==> src/rtl/memory_arbiter.sv <==
`default_nettype none
// ---------------------------------------------------------------------------
// Module   : memory_arbiter
// Purpose  : two-requester round-robin arbiter for a single memory port,
//            with bounded lock ownership for atomic sequences.
// Revision : 1.0
// ---------------------------------------------------------------------------
module memory_arbiter #(
  parameter int ADDR_WIDTH = 16,
  parameter int DATA_WIDTH = 16,
  parameter int LOCK_LIMIT = 16
) (
  input  logic                  clock,
  input  logic                  reset_n,
  input  logic                  req0,
  input  logic                  req1,
  input  logic                  we0,
  input  logic                  we1,
  input  logic [ADDR_WIDTH-1:0] addr0,
  input  logic [ADDR_WIDTH-1:0] addr1,
  input  logic [DATA_WIDTH-1:0] wdata0,
  input  logic [DATA_WIDTH-1:0] wdata1,
  input  logic                  lock0,
  input  logic                  lock1,
  output logic                  ack0,
  output logic                  ack1,
  output logic                  rvalid0,
  output logic                  rvalid1,
  output logic [DATA_WIDTH-1:0] rdata0,
  output logic [DATA_WIDTH-1:0] rdata1,
  output logic [ADDR_WIDTH-1:0] mem_address,
  output logic [DATA_WIDTH-1:0] mem_write_data,
  output logic                  mem_write_enable,
  input  logic [DATA_WIDTH-1:0] mem_read_data,
  output logic                  lock_timeout
);

  localparam int CNT_WIDTH = $clog2(LOCK_LIMIT + 1);
  localparam logic [CNT_WIDTH-1:0] c_cnt_one   = CNT_WIDTH'(1);
  localparam logic [CNT_WIDTH-1:0] c_cnt_limit = CNT_WIDTH'(LOCK_LIMIT);

  typedef enum logic [1:0] {
    ST_IDLE = 2'd0,
    ST_OWN0 = 2'd1,
    ST_OWN1 = 2'd2
  } state_t;

  state_t                r_state;
  state_t                w_state_next;
  logic [CNT_WIDTH-1:0]  r_cnt;
  logic [CNT_WIDTH-1:0]  w_cnt_next;
  logic [CNT_WIDTH-1:0]  w_cnt_inc;
  logic                  r_last_grant;
  logic                  r_lock_timeout;
  logic                  r_rvalid0;
  logic                  r_rvalid1;
  logic [ADDR_WIDTH-1:0] r_addr_hold;
  logic [DATA_WIDTH-1:0] r_wdata_hold;
  logic [DATA_WIDTH-1:0] r_rdata0_hold;
  logic [DATA_WIDTH-1:0] r_rdata1_hold;
  logic                  w_req0_q;
  logic                  w_req1_q;
  logic                  w_ack0;
  logic                  w_ack1;
  logic                  w_forced;

  // Reset kills grants immediately so nothing is issued while reset is low.
  assign w_req0_q  = req0 & reset_n;
  assign w_req1_q  = req1 & reset_n;
  assign w_cnt_inc = r_cnt + c_cnt_one;

  always_comb begin
    w_ack0       = 1'b0;
    w_ack1       = 1'b0;
    w_state_next = r_state;
    w_cnt_next   = r_cnt;
    w_forced     = 1'b0;
    case (r_state)
      ST_IDLE: begin
        if (w_req0_q && w_req1_q) begin
          w_ack0 = r_last_grant;
          w_ack1 = ~r_last_grant;
        end else begin
          w_ack0 = w_req0_q;
          w_ack1 = w_req1_q;
        end
        // The acquiring cycle already counts as the first held cycle.
        if (w_ack0 && lock0) begin
          if (LOCK_LIMIT > 1) begin
            w_state_next = ST_OWN0;
            w_cnt_next   = c_cnt_one;
          end else begin
            w_forced = 1'b1;
          end
        end else if (w_ack1 && lock1) begin
          if (LOCK_LIMIT > 1) begin
            w_state_next = ST_OWN1;
            w_cnt_next   = c_cnt_one;
          end else begin
            w_forced = 1'b1;
          end
        end
      end
      ST_OWN0: begin
        w_ack0 = w_req0_q;
        if (!lock0) begin
          w_state_next = ST_IDLE;
          w_cnt_next   = '0;
        end else if (w_cnt_inc >= c_cnt_limit) begin
          w_state_next = ST_IDLE;
          w_cnt_next   = '0;
          w_forced     = 1'b1;
        end else begin
          w_cnt_next = w_cnt_inc;
        end
      end
      ST_OWN1: begin
        w_ack1 = w_req1_q;
        if (!lock1) begin
          w_state_next = ST_IDLE;
          w_cnt_next   = '0;
        end else if (w_cnt_inc >= c_cnt_limit) begin
          w_state_next = ST_IDLE;
          w_cnt_next   = '0;
          w_forced     = 1'b1;
        end else begin
          w_cnt_next = w_cnt_inc;
        end
      end
      default: begin
        w_state_next = ST_IDLE;
        w_cnt_next   = '0;
      end
    endcase
  end

  always_ff @(posedge clock or negedge reset_n) begin
    if (!reset_n) begin
      r_state        <= ST_IDLE;
      r_cnt          <= '0;
      r_last_grant   <= 1'b1;
      r_lock_timeout <= 1'b0;
      r_rvalid0      <= 1'b0;
      r_rvalid1      <= 1'b0;
      r_addr_hold    <= '0;
      r_wdata_hold   <= '0;
      r_rdata0_hold  <= '0;
      r_rdata1_hold  <= '0;
    end else begin
      r_state        <= w_state_next;
      r_cnt          <= w_cnt_next;
      r_lock_timeout <= w_forced;
      r_rvalid0      <= w_ack0;
      r_rvalid1      <= w_ack1;
      if (w_ack0) begin
        r_last_grant <= 1'b0;
        r_addr_hold  <= addr0;
        r_wdata_hold <= wdata0;
      end else if (w_ack1) begin
        r_last_grant <= 1'b1;
        r_addr_hold  <= addr1;
        r_wdata_hold <= wdata1;
      end
      if (r_rvalid0) r_rdata0_hold <= mem_read_data;
      if (r_rvalid1) r_rdata1_hold <= mem_read_data;
    end
  end

  // Memory returns data one cycle after the address, so rdata is passed
  // straight through while rvalid is high and held otherwise.
  assign ack0             = w_ack0;
  assign ack1             = w_ack1;
  assign rvalid0          = r_rvalid0;
  assign rvalid1          = r_rvalid1;
  assign rdata0           = r_rvalid0 ? mem_read_data : r_rdata0_hold;
  assign rdata1           = r_rvalid1 ? mem_read_data : r_rdata1_hold;
  assign mem_address      = w_ack0 ? addr0  : (w_ack1 ? addr1  : r_addr_hold);
  assign mem_write_data   = w_ack0 ? wdata0 : (w_ack1 ? wdata1 : r_wdata_hold);
  assign mem_write_enable = (w_ack0 & we0) | (w_ack1 & we1);
  assign lock_timeout     = r_lock_timeout;

endmodule
`default_nettype wire

==> config.mk <==
export PLATFORM = sky130hd
export DESIGN_NAME = memory_arbiter
export DESIGN_NICKNAME = d
export VERILOG_FILES = /design/src/rtl/memory_arbiter.sv
export SDC_FILE = /design/constraint.sdc
export NUM_CORES = 1
export LEC_CHECK = 0
export ABC_AREA = 1
export BUFFER_PORTS_ARGS = -buffer_cell sky130_fd_sc_hd__buf_2
export CAP_MARGIN = 20
export CELL_PAD_IN_SITES_DETAIL_PLACEMENT = 2
export CELL_PAD_IN_SITES_GLOBAL_PLACEMENT = 2
export CORE_UTILIZATION = 26
export CTS_CLUSTER_DIAMETER = 80
export DETAILED_ROUTE_END_ITERATION = 10
export PLACE_DENSITY_LB_ADDON = 0.08
export SYNTH_ARGS = -nofsm -noshare
export SYNTH_HDL_FRONTEND = slang
export SYNTH_SLANG_ARGS = --single-unit
==> constraint.sdc <==
create_clock -name clock -period 1.7 [get_ports clock]
set_input_delay 0 -clock clock [delete_from_list [all_inputs] [get_ports clock]]
set_output_delay 0 -clock clock [all_outputs]
set_load 0.01 [all_outputs]
==> results, run 1 <==
- The number of levels in the clock H-tree is 3.
- Summed over all failing endpoints, the final setup total negative slack is -3.39 ns.
- The worst setup path is of the flop to primary output kind.
- The number of enable-type register cells in the synthesized netlist is 0.
- Summing over every cut layer, the via total after detailed routing is between 3000 and 4000.
- The period utilization is 108%.
- The relative max-transition margin is about two fifths.
- The wire length of the first global-routing pass is around 22000 um.
- The class of the worst hold path is input pin to async pin.
- The checks that failed: negative hold slack, negative setup slack.
- The worst-path cell with the longest stage delay is sky130_fd_sc_hd__dfstp_2.
- Setup slack on the worst reg-to-reg path comes out at 0.11 ns.
- The first-pass iteration count of the detailed router is 4.
- The initial core utilization is a little over a quarter.
- Data on the critical path is required at its endpoint by about 1.7 ns.
- Clock-pin slew was measured on the worst setup and hold paths at 0.06 ns.
- The worst setup path is launched from a flop.
- The sequential fraction of the synthesis area is between 50% and 60%.
- The endpoint identified for the worst register-to-register timing path is r_addr_hold[12].
- The cell area power density is between 1500 and 2000 mW/mm2.
- The post-route antenna net violation count is 0.
- Data on the critical path arrives at its endpoint at 1.84 ns.
- Walking the worst path, the cells encountered are inv_2 > nand4_1 > nand2_4 > nand2_4 > nand2_8 > clkinv_8 > clkbuf_16 > nand2_2 > nand2_1 > buf_2.
- The slew at the pin closest to its max-slew limit is between 0.8 and 0.9 ns.
- Counting every net in the synthesized netlist gives 525.
- The adder-cell share of the synthesized area is 1.72%.
- The most common cell type on the critical path is sky130_fd_sc_hd__nand2_4.
- The area added between synthesis and finish is 73.0%.
- The worst register-to-register path begins at r_state[1].
- The xor/xnor share of the synthesized area is 0%.
- Setup repair after global routing could not meet its margin everywhere.
- After synthesis, the largest family of logic cells by area is simple AND/OR/NAND/NOR gates.
- The number of different library cells used by synthesis comes to 18.
- The final setup violation count is 33.
- Prior to clock tree synthesis, the placed netlist has a worst setup slack of 0.0148 ns.
- The HPWL after detailed placement is 9020 um.
- For this design the static power due to leakage is around 3.4 nW.
- Yosys printed 0 warnings.
- The antenna diode instance count is 0.
- The fraction of synthesis flops using an asynchronous set or reset pin is 100%.
- After synthesis the netlist holds a flip-flop and latch count of 75.
- The TritonCTS clock tree is yes.
- The depth of the most critical reg-to-reg path is 10.
- The maximum single-stage delay on the critical path is approximately 0.57 ns.
- Based on the critical path, the design can be clocked at up to 545 MHz.
- By area the synthesized netlist is led by sky130_fd_sc_hd__dfrtp_1, sky130_fd_sc_hd__nand2_1, sky130_fd_sc_hd__mux2_2.
- The number of max-slew violations in the final report is 0.
- Measured against the total synthesized area, the mux share comes to about 10%.
- Of the cells placed in the final design, the portion with a size suffix greater than 1 is around 48%.
- The type of destination of the critical path is a primary output.
- The routed design could run at a clock period as short as 1.84 ns.
- The number of input and output port buffers inserted is about 160.
- The floorplan step defined a core boundary enclosing 0.0135 mm2.
- In this run the worst path has a maximum fanout of 7.
- The average cell area after synthesis is 8.42 um2.
- The synthesized design spends more area on one cell type than any other, namely sky130_fd_sc_hd__dfrtp_1.
- The netlist area before placement is around 0.0036 mm2.
- The clock passes through at most 2 buffers.
- The share of the synthesized area in compound gates (AO/OA/AOI/OAI) is under 10%.
- The worst clock skew is between 0.006 and 0.007 ns.
- The final instance area is 0.00629 mm2.
- At the end of routability-driven placement, the weighted congestion stood at 0.773.
- The tightest hold margin is -0.0160 ns.
- The placed cell area is approximately 0.0047 mm2.
- The DRC violations left is 0.
- Global routing used between 10% and 20% of the available tracks across all layers.
- The die is around 120 um tall.
- The number of buffers created by CTS is 9.
- After floorplanning, the core was divided into 42 placement rows.
- The number of DRC markers after the initial detailed-route iteration is slightly below 90.
- The clock insertion delay at the later pin of the skew report is 0.34 ns.
- After detailed routing, the average wire length per cell comes to approximately 17 um.
- The share of synthesized area in the top cell type comes to 50.9%.
- In the final design database the tool counted about 770 nets.
- The CTS root buffer is sky130_fd_sc_hd__clkbuf_16.
- The initial antenna violation count is 0.
- The final layout contains routed wiring with a total length of about 15000 um.
- The via count of the first global-routing pass is 4201.
- The hold violation count in the final report is 16.
- The worst ir drop on vdd is ~0.5 mV.
- The run finished, with violations left.
- In the synthesized netlist, the number of instances is between 400 and 500.
- The die is around 120 um wide.
- The dominant register cell in the synthesized netlist is sky130_fd_sc_hd__dfrtp_1.
- The pin count of the biggest net entering global routing is 65.
- The total overflow left after global routing is 0.
- The TritonCTS sink count is 75.
- Max-cap violations in this run came to 0.
- The fraction of the mapped netlist area in simple logic gates is roughly a quarter.
- In the post-route analysis, the smallest setup slack over all paths is -0.136 ns.
- The full die area is about 0.014 mm2.
- The number of primary I/O pins is 158.
- The via density per instance is between 4 and 5.
==> metal layers <==
metal | vias to the layer above | part of all wire (%) | global-route usage [%]
met4 | 0 | 1.1 | 6.33
met5 | - | 0 | 0
li1 | 1787 | - | -
met3 | 12 | 3.8 | 3.11
met1 | 1893 | 40 | 22.5
met2 | 97 | 55 | 37.2
==> how the worst max path moves through the flow <==
stage / from / endpoint / slack (ns) / cells after the start
2_1_floorplan: r_state[0] / r_addr_hold[10] / 0.26 / 9
3_3_place_gp: r_state[0] / mem_write_data[0] / 0.10 / 9
3_5_place_dp: r_state[0] / mem_write_data[0] / 0.01 / 9
4_1_cts: r_state[0] / mem_write_data[2] / -0.14 / 8
5_1_grt: r_state[0] / mem_write_data[13] / -0.22 / 10
6_report: r_last_grant / mem_address[9] / -0.14 / 10
==> power breakdown <==
part / switching (mW) / total (mW) / leakage [nW] / internal, mW
clock network: 0.774 / 1.95 / 0.139 / 1.18
logic: 3.22 / 6.28 / 2.37 / 3.05
registers: 0.313 / 2.97 / 0.893 / 2.66
==> worst max-delay path, delay by kind of cell, from the launching register on <==
kind,cells,cell delay (ns)
buf+inv,4,0.45
flops,1,0.57
simple gates,6,0.49
==> state kept, by name, indices dropped and copies added, names as in the netlist <==
signal	count
lock_timeout	1
r_rdata0_hold	16
r_rdata1_hold	16
r_last_grant	1
rvalid1	1
r_addr_hold	16
r_state	2
rvalid0	1
r_wdata_hold	16
r_cnt	5
==> kinds of logic (layout without fill, tap and decap cells) <==
family	Yosys count	in the layout
AND/OR/NAND/NOR	213	213
adder cells (fa/ha/maj)	5	5
flip-flops	75	75
buffers and inverters	99	345
AO/OA/AOI/OAI	8	8
multiplexers	32	32
==> cell type report <==
class	count	area (um2)
Clock buffer	12	246
Fill cell	1467	7160
Tap cell	176	220
Clock inverter	4	50.0
Timing Repair Buffer	246	1950
Multi-Input combinational cell	258	1620
Inverter	83	332
Sequential cell	75	1880
==> through the flow <==
stage	total power, mW	util, %	instances
5_1_grt	12.0	46.8	854
4_1_cts	10.1	42.6	836
6_report	11.2	46.8	854
2_1_floorplan	5.51	-	432
3_3_place_gp	7.17	34.7	763
3_5_place_dp	7.39	34.7	763
==> cell usage after synthesis, types with 2 or more instances <==
cell type and instances:
sky130_fd_sc_hd__nand4_1 4, sky130_fd_sc_hd__buf_6 3, sky130_fd_sc_hd__inv_1 81, sky130_fd_sc_hd__nand2_2 2, sky130_fd_sc_hd__nand3_1 37, sky130_fd_sc_hd__ha_1 5, sky130_fd_sc_hd__nor2_1 4, sky130_fd_sc_hd__dfrtp_1 74
sky130_fd_sc_hd__nand2_1 165, sky130_fd_sc_hd__o21ai_0 7, sky130_fd_sc_hd__buf_4 4, sky130_fd_sc_hd__buf_2 9, sky130_fd_sc_hd__mux2_2 32
==> repair_timing <==
action	CTS	global route
endpoints found under the setup margin	35	35
resized for setup	53	87
setup buffers	7	13
hold buffers	49	0
gates cloned	1	5
endpoints found under the hold margin	74	0
pin swaps	7	13
==> cell usage in the layout, fill, tap and decap left out, drive strengths merged, types with 2 or more instances in the layout <==
cell         netlist  layout
o21ai              7       7
ha                 5       5
inv               83      82
nand2            168     168
clkinv             0       2
buf               16     192
nand4              4       4
nor2               4       4
dlygate4sd3        0      49
clkbuf             0      17
clkinvlp           0       2
nand3             37      37
dfrtp             74      74
mux2              32      32
Power figures use the tool's default switching activity.
==> inputs of run 2 (changes only) <==
==> constraint.sdc (replaced) <==
create_clock -name clock -period 1.7 [get_ports clock]
set_input_delay 0 -clock clock [delete_from_list [all_inputs] [get_ports clock]]
set_output_delay 0 -clock clock [all_outputs]
set_load 0.02 [all_outputs]
==> run 2 against run 1 <==
  * The flow still finishes with violations (negative hold slack, negative setup slack)
  * Sequential share of layout area shrank 1.9 points
  * Via count rose by 3.3%
  * Register-to-register slack lost 0.14 ns
  * Largest power group unchanged
==> results, run 2 (synthesis gave the netlist of run 1 again) <==
- The dominant delay contributor by cell family on the critical path is buffers and inverters (was flip-flops).
- The area added between synthesis and finish is 84.9% (was 73.0%).
- The highest clock rate is 527 MHz (was 545 MHz).
- The die span in x came to 120 um (unchanged).
- The type of destination of the critical path is a primary output (unchanged).
- The placeable core region is 0.0135 mm2 (unchanged).
- The class of the worst hold path is input pin to async pin (unchanged).
- The area used by multi-input combinational logic is 0.00184 mm2 (was 0.00162 mm2).
- The signal arrival time at the worst endpoint is 1.90 ns (was 1.84 ns).
- RSZ-0062 raised after global routing: true (unchanged).
- The number of violations of the max-capacitance limit is 0 (unchanged).
- The tightest hold margin is -0.00887 ns (was -0.0160 ns).
- The post-DP HPWL is 8870 um (was 9020 um).
- The pin count of the biggest net entering global routing is 69 (was 65).
- The full die area is 0.0145 mm2 (unchanged).
- The period utilization came to 112% (was 108%).
- The number of DRC markers after the initial detailed-route iteration was 111 (was 87).
- The vertical die dimension is 120 um (unchanged).
- The routability congestion estimate is 0.757 (was 0.773).
- The cell area power density was 1950 mW/mm2 (was 1780 mW/mm2).
- The CTS root buffer is sky130_fd_sc_hd__clkbuf_16 (unchanged).
- The hold violation count in the final report is 9 (was 16).
- The amount of wire on met2 after detailed routing came to 8670 um (was 8160 um).
- The number of cell rows is 42 (unchanged).
- The critical register-to-register path startpoint is r_last_grant (was r_state[1]).
- The kind of start point of the critical path is a flop (unchanged).
- The buffering stage count on the worst path with inverters included is 4 (unchanged).
- The worst clock skew was 0.00683 ns (was 0.00642 ns).
- The required time of the worst setup path is 1.70 ns (about the same).
- Cell breakdown of the critical path: buf_6 > ha_4 > nand3_4 > nand2_8 > clkinv_8 > clkbuf_16 > nand2_2 > nand3_2 > nand2_2 > buf_6 (was inv_2 > nand4_1 > nand2_4 > nand2_4 > nand2_8 > clkinv_8 > clkbuf_16 > nand2_2 > nand2_1 > buf_2).
- The detailed-routed wire length on met3 is 606 um (was 562 um).
- The clock-pin slew on the worst setup and hold paths is 0.06 ns (about the same).
- Run status: complete, but fails checks (unchanged).
- The clock insertion delay at the later pin of the skew report came to 0.34 ns (about the same).
- The number of input and output port buffers inserted was 157 (unchanged).
- Failing checks: negative hold slack, negative setup slack (unchanged).
- The fill cell total of the finished layout is 1445 (was 1467).
- The most common cell after layout, fill and taps aside is sky130_fd_sc_hd__buf_2 (unchanged).
- The first-pass iteration count of the detailed router was 4 (unchanged).
- The relative max-transition margin is 38.3% (was 41.6%).
- The minimum setup slack in the final design was -0.198 ns (was -0.136 ns).
- The wire length of the first global-routing pass is 22000 um (was 21900 um).
- The initial core utilization is 27.0% (unchanged).
- The wire length reported by the detailed router is 15900 um (was 14900 um).
- The buffer levels on the longest clock path was 2 (unchanged).
- The number of buffers created by CTS was 9 (unchanged).
- The placed instance count is 763 (unchanged).
- The via count of the first global-routing pass was 4239 (was 4201).
- The worst setup slack before clock tree synthesis was 0.0588 ns (was 0.0148 ns).
- The number of primary I/O pins is 158 (unchanged).
- The TritonCTS sink count is 75 (unchanged).
- The number of vias in the routed layout is 3913 (was 3789).
- The antenna diode instance count is 0 (unchanged).
- The depth of the most critical reg-to-reg path is 11 (was 10).
- The highest metal layer with signal wires was met4 (unchanged).
- The slew at the pin closest to its max-slew limit is 0.925 ns (was 0.876 ns).
- The final setup violation count is 34 (was 33).
- The post-route antenna net violation count is 0 (unchanged).
- The setup slack on the worst flop-to-flop path is -0.03 ns (was 0.11 ns).
- The fraction of layout cells with a size suffix above 1 is 54.0% (was 47.6%).
- The average wire per cell in the routed design is 18.3 um (was 17.4 um).
- The summed negative setup slack over all endpoints is -5.42 ns (was -3.39 ns).
- The overall power of the completed layout is 13.1 mW (was 11.2 mW).
- Top library cells by usage in the layout, fill and taps aside: sky130_fd_sc_hd__buf_2, sky130_fd_sc_hd__nand2_1, sky130_fd_sc_hd__inv_1 (unchanged).
- The number of max-slew violations in the final report is 0 (unchanged).
- The initial antenna violation count is 0 (unchanged).
- The TritonCTS clock tree is yes (unchanged).
- The post-layout utilization of the core came to 50.0% (was 46.8%).
- The worst ir drop on vdd came to 0.706 mV (was 0.492 mV).
- The leakage power of the design is 3.57 nW (was 3.40 nW).
- The number of nets at the end of the flow is 780 (was 766).
- The via density per instance was 4.51 (was 4.44).
- The total routing usage reported by global routing is 20.0% (was 19.7%).
- The total congestion overflow after global routing is 0 (unchanged).
- The post-layout instance count excluding filler cells came to 867 (was 854).
- The sequential cell area is 0.00188 mm2 (about the same).
- The number of levels in the clock H-tree is 3 (unchanged).
- The time the final worst path needs with I/O delays and setup is 1.90 ns (was 1.84 ns).
- The worst-path cell with the longest stage delay is sky130_fd_sc_hd__dfrtp_2 (was sky130_fd_sc_hd__dfstp_2).
- The post-route met1 wirelength was 6310 um (was 5970 um).
- The DRC violations left is 0 (unchanged).
- The destination of the worst register-to-register timing path is r_addr_hold[10] (was r_addr_hold[12]).
- The maximum single-stage delay on the critical path is 0.42 ns (was 0.57 ns).
- The highest fanout seen on the critical path is 6 (was 7).
- The critical path class was flop to primary output (unchanged).
[run 2: changes by cell type in the layout (fill, tap and decap cells not counted), moves of 5 or more]
cell | previous run | this run
sky130_fd_sc_hd__nand2_4 | 8 | 13
sky130_fd_sc_hd__nand3_1 | 29 | 7
sky130_fd_sc_hd__buf_2 | 130 | 122
sky130_fd_sc_hd__nand3_2 | 7 | 23
sky130_fd_sc_hd__buf_4 | 26 | 34
sky130_fd_sc_hd__buf_6 | 26 | 42
sky130_fd_sc_hd__nand3_4 | 1 | 7
sky130_fd_sc_hd__nand2_1 | 106 | 96
sky130_fd_sc_hd__nand2_2 | 52 | 57
[run 2: how the worst max path moves through the flow]
stage	depth (start not counted)	from	end
final	10	r_state[1]	mem_address[0]
after global routing	10	r_state[1]	mem_write_data[3]
after CTS	10	r_state[0]	mem_address[8]
after detailed placement	10	r_state[0]	mem_address[8]
after global placement	10	r_state[0]	mem_write_data[13]
after floorplan	8	r_state[0]	r_addr_hold[10]
[run 2: layer usage]
| layer | up-vias | track usage (%) |
|---|---|---|
| li1 | 1808 | - |
| met1 | 1974 | 21.9 |
| met2 | 109 | 37.6 |
| met3 | 22 | 5.28 |
| met4 | 0 | 5.56 |
| met5 | - | 0 |
[run 2: repair_timing]
item                                    CTS  global route
setup buffers                            15            20
gates cloned                              3             6
endpoints found under the setup margin   34            39
hold endpoints to repair                 70             0
hold buffers                             48             0
gates resized for setup                 124           107
pin swaps                                 4            33
[run 2: area by class of cell]
type	count	share of cell area (%)
Sequential cell	75	28.0
Multi-Input combinational cell	258	27.4
Inverter	83	5.04
Tap cell	176	3.28
Timing Repair Buffer	260	31.6
Clock buffer	9	3.35
Clock inverter	6	1.34
[run 2: power by group]
part	leakage (nW)	total (mW)	switching [mW]	internal [mW]
clock	0.152	2.09	0.807	1.28
combinational	2.53	8.07	4.43	3.65
sequential	0.892	2.96	0.303	2.66
total	3.57	13.1	5.54	7.58
[run 2: stage by stage]
step / hold slack [ns] / instance area (um2)
after floorplan: -0.296 / 3640
after global placement: -0.147 / 4680
after detailed placement: -0.145 / 4680
after CTS: 0.00152 / 6060
after global routing: 0.0310 / 6720
final: -0.00887 / 6720
[run 2: worst reg2reg max path, delay by kind of cell (launching register included)]
family | cells | cell delay, ns
and+or+nand+nor | 6 | 0.55
buffers and inverters | 5 | 0.53
DFF | 1 | 0.55
==> inputs of run 3 (changes only) <==
--- a/config.mk
+++ b/config.mk
@@ -6,13 +6,14 @@
 export NUM_CORES = 1
 export LEC_CHECK = 0
 export ABC_AREA = 1
-export BUFFER_PORTS_ARGS = -buffer_cell sky130_fd_sc_hd__buf_2
+export BUFFER_PORTS_ARGS = -buffer_cell sky130_fd_sc_hd__clkbuf_2
 export CAP_MARGIN = 20
 export CELL_PAD_IN_SITES_DETAIL_PLACEMENT = 2
 export CELL_PAD_IN_SITES_GLOBAL_PLACEMENT = 2
 export CORE_UTILIZATION = 26
 export CTS_CLUSTER_DIAMETER = 80
 export DETAILED_ROUTE_END_ITERATION = 10
+export GPL_ROUTABILITY_DRIVEN = 0
 export PLACE_DENSITY_LB_ADDON = 0.08
 export SYNTH_ARGS = -nofsm -noshare
 export SYNTH_HDL_FRONTEND = slang
==> run 3 against run 2 <==
  * The flow still finishes with violations (negative hold slack, negative setup slack)
  * Sequential power about the same
  * Power barely moved
  * Combinational power up 4.2%
  * Die area is the same
  * Clock skew is 0.0025 ns higher
  * Clock power shrank 15%
  * Non-clock buffer count fell by 1
  * Flip-flop and latch count is the same
==> results, run 3 (synthesis gave the netlist of run 1 again) <==
- The maximum single-stage delay on the critical path is 0.56 ns (was 0.42 ns).
- The dominant delay contributor by cell family on the critical path is flip-flops (was buffers and inverters).
- The area added between synthesis and finish came to 84.3% (was 84.9%).
- The overall power of the completed layout came to 13.1 mW (about the same).
- The worst-path cell with the longest stage delay is sky130_fd_sc_hd__dfstp_2 (was sky130_fd_sc_hd__dfrtp_2).
- The class of the worst hold path is input pin to async pin (unchanged).
- The TritonCTS clock tree was yes (unchanged).
- The average wire per cell in the routed design is 19.0 um (was 18.3 um).
- The wire length of the first global-routing pass is 22900 um (was 22000 um).
- The most common cell after layout, fill and taps aside is sky130_fd_sc_hd__clkbuf_2 (was sky130_fd_sc_hd__buf_2).
- The kind of start point of the critical path is a flop (unchanged).
- The leakage power of the design was 3.59 nW (was 3.57 nW).
- The period utilization is 113% (was 112%).
- The post-layout instance count excluding filler cells is 866 (was 867).
- The placed instance count is 761 (was 763).
- The fraction of layout cells with a size suffix above 1 was 50.6% (was 54.0%).
- Cell breakdown of the critical path: inv_1 > nand4_1 > nand2_1 > nand2_2 > nand2_4 > buf_12 > buf_16 > nand3_2 > nand2_2 > buf_8 (was buf_6 > ha_4 > nand3_4 > nand2_8 > clkinv_8 > clkbuf_16 > nand2_2 > nand3_2 > nand2_2 > buf_6).
- The TritonCTS sink count was 75 (unchanged).
- The buffering stage count on the worst path with inverters included is 4 (unchanged).
- The worst ir drop on vdd is 0.733 mV (was 0.706 mV).
- The worst clock skew is 0.00933 ns (was 0.00683 ns).
- The time the final worst path needs with I/O delays and setup is 1.93 ns (was 1.90 ns).
- The buffer levels on the longest clock path came to 2 (unchanged).
- The post-DP HPWL is 8590 um (was 8870 um).
- The cell area power density came to 1960 mW/mm2 (was 1950 mW/mm2).
- The tightest hold margin is -0.0273 ns (was -0.00887 ns).
- Failing checks: negative hold slack, negative setup slack (unchanged).
- The depth of the most critical reg-to-reg path is 12 (was 11).
- The first-pass iteration count of the detailed router was 4 (unchanged).
- The number of DRC markers after the initial detailed-route iteration is 90 (was 111).
- The clock-pin slew on the worst setup and hold paths was 0.06 ns (about the same).
- The number of violations of the max-capacitance limit is 0 (unchanged).
- The clock insertion delay at the later pin of the skew report is 0.34 ns (about the same).
- The total routing usage reported by global routing was 20.9% (was 20.0%).
- The number of levels in the clock H-tree is 3 (unchanged).
- The destination of the worst register-to-register timing path is r_addr_hold[10] (unchanged).
- The critical path class is flop to primary output (unchanged).
- The via count of the first global-routing pass is 4294 (was 4239).
- The wire length reported by the detailed router is 16500 um (was 15900 um).
- The number of gates on the worst path with buffers counted is 10 (unchanged).
- The CTS root buffer was sky130_fd_sc_hd__clkbuf_16 (unchanged).
- The full die area is 0.0145 mm2 (unchanged).
- RSZ-0062 raised after global routing: true (unchanged).
- The antenna diode instance count is 0 (unchanged).
- The pin count of the biggest net entering global routing is 68 (was 69).
- The DRC violations left is 0 (unchanged).
- The number of cell rows came to 42 (unchanged).
- The number of buffers created by CTS is 9 (unchanged).
- The via density per instance came to 4.50 (was 4.51).
- Top library cells by usage in the layout, fill and taps aside: sky130_fd_sc_hd__clkbuf_2, sky130_fd_sc_hd__nand2_1, sky130_fd_sc_hd__inv_1 (was sky130_fd_sc_hd__buf_2, sky130_fd_sc_hd__nand2_1, sky130_fd_sc_hd__inv_1).
- The minimum setup slack in the final design is -0.227 ns (was -0.198 ns).
- The number of input and output port buffers inserted is 157 (unchanged).
- The final setup violation count is 37 (was 34).
- The relative max-transition margin was 39.5% (was 38.3%).
- The total congestion overflow after global routing was 0 (unchanged).
- The placeable core region was 0.0135 mm2 (unchanged).
- The die span in x is 120 um (unchanged).
- The number of vias in the routed layout was 3896 (was 3913).
- The setup slack on the worst flop-to-flop path is -0.11 ns (was -0.03 ns).
- The required time of the worst setup path is 1.70 ns (about the same).
- The highest fanout seen on the critical path is 8 (was 6).
- The number of max-slew violations in the final report is 0 (unchanged).
- The slew at the pin closest to its max-slew limit came to 0.908 ns (was 0.925 ns).
- The initial core utilization is 27.0% (unchanged).
- The critical register-to-register path startpoint is r_last_grant (unchanged).
- The initial antenna violation count is 0 (unchanged).
- The number of nets at the end of the flow came to 779 (was 780).
- Run status: complete, but fails checks (unchanged).
- By instance count, the cell type seen most on the critical path is sky130_fd_sc_hd__nand2_2.
- The post-route antenna net violation count is 0 (unchanged).
- The number of primary I/O pins is 158 (unchanged).
- The vertical die dimension came to 120 um (unchanged).
- The highest clock rate is 519 MHz (was 527 MHz).
- The signal arrival time at the worst endpoint came to 1.93 ns (was 1.90 ns).
- The type of destination of the critical path was a primary output (unchanged).
- The hold violation count in the final report was 7 (was 9).
-- run 3: cell types whose count changed in the layout (fill, tap and decap cells not counted), sizes merged --
cell | before | now
bufinv | 2 | 0
clkinv | 4 | 2
buf | 207 | 79
clkbuf | 14 | 145
-- run 3: final cells by class --
cell class	instances	area, um2
Clock buffer	13	250
Clock inverter	2	12.5
Fill cell	1413	6750
Inverter	83	332
Multi-Input combinational cell	258	1780
Sequential cell	75	1880
Tap cell	176	220
Timing Repair Buffer	259	2220
-- run 3: what timing repair did --
action,4_1_cts,5_1_grt
pin swaps,14,33
endpoints found under the hold margin,70,0
gates resized for setup,127,106
cloned,5,4
hold buffers,48,0
setup endpoints to repair,35,37
buffers inserted,22,14
-- run 3: worst max-delay path by stage --
stage | slack, ns | end | start
2_1_floorplan | 0.16 | r_addr_hold[10] | r_state[0]
6_report | -0.23 | mem_write_data[8] | r_last_grant
4_1_cts | -0.20 | mem_address[5] | r_last_grant
3_3_place_gp | 0.1 | mem_write_data[14] | r_state[0]
5_1_grt | -0.28 | mem_write_data[8] | r_last_grant
3_5_place_dp | -0.01 | mem_address[5] | r_state[0]
-- run 3: per-layer routing --
metal	global-route usage (%)	wire [um]	up-vias
li1	-	-	1805
met1	23.8	6600	1952
met2	39.0	8770	109
met3	3.82	616	30
met4	6.94	475	0
met5	0	0	-
-- run 3: metrics by stage --
step           setup TNS (ns)  cell area, um2  hold WS (ns)  setup slack [ns]  utilization, %
2_1_floorplan               0            3640        -0.296             0.161               -
3_3_place_gp                0            4680        -0.135            0.0987            34.8
3_5_place_dp          -0.0125            4680        -0.136          -0.00965            34.8
4_1_cts                 -5.56            6210       0.00157            -0.195            46.1
5_1_grt                 -9.09            6700        0.0114            -0.284            49.8
6_report                -5.90            6700       -0.0273            -0.227            49.8
-- run 3: worst reg2reg max path, delay by kind of cell (launching register included) --
family | cells | cell delay (ns)
AO/OA/AOI/OAI | 1 | 0.06
AND/OR/NAND/NOR | 5 | 0.37
flip-flops | 1 | 0.56
buffers and inverters | 6 | 0.72
-- run 3: power breakdown --
part / internal (mW) / total (mW) / switching, mW
Combinational: 3.89 / 8.41 / 4.52
Clock: 1.02 / 1.78 / 0.757
Sequential: 2.65 / 2.94 / 0.288
Total: 7.56 / 13.1 / 5.56
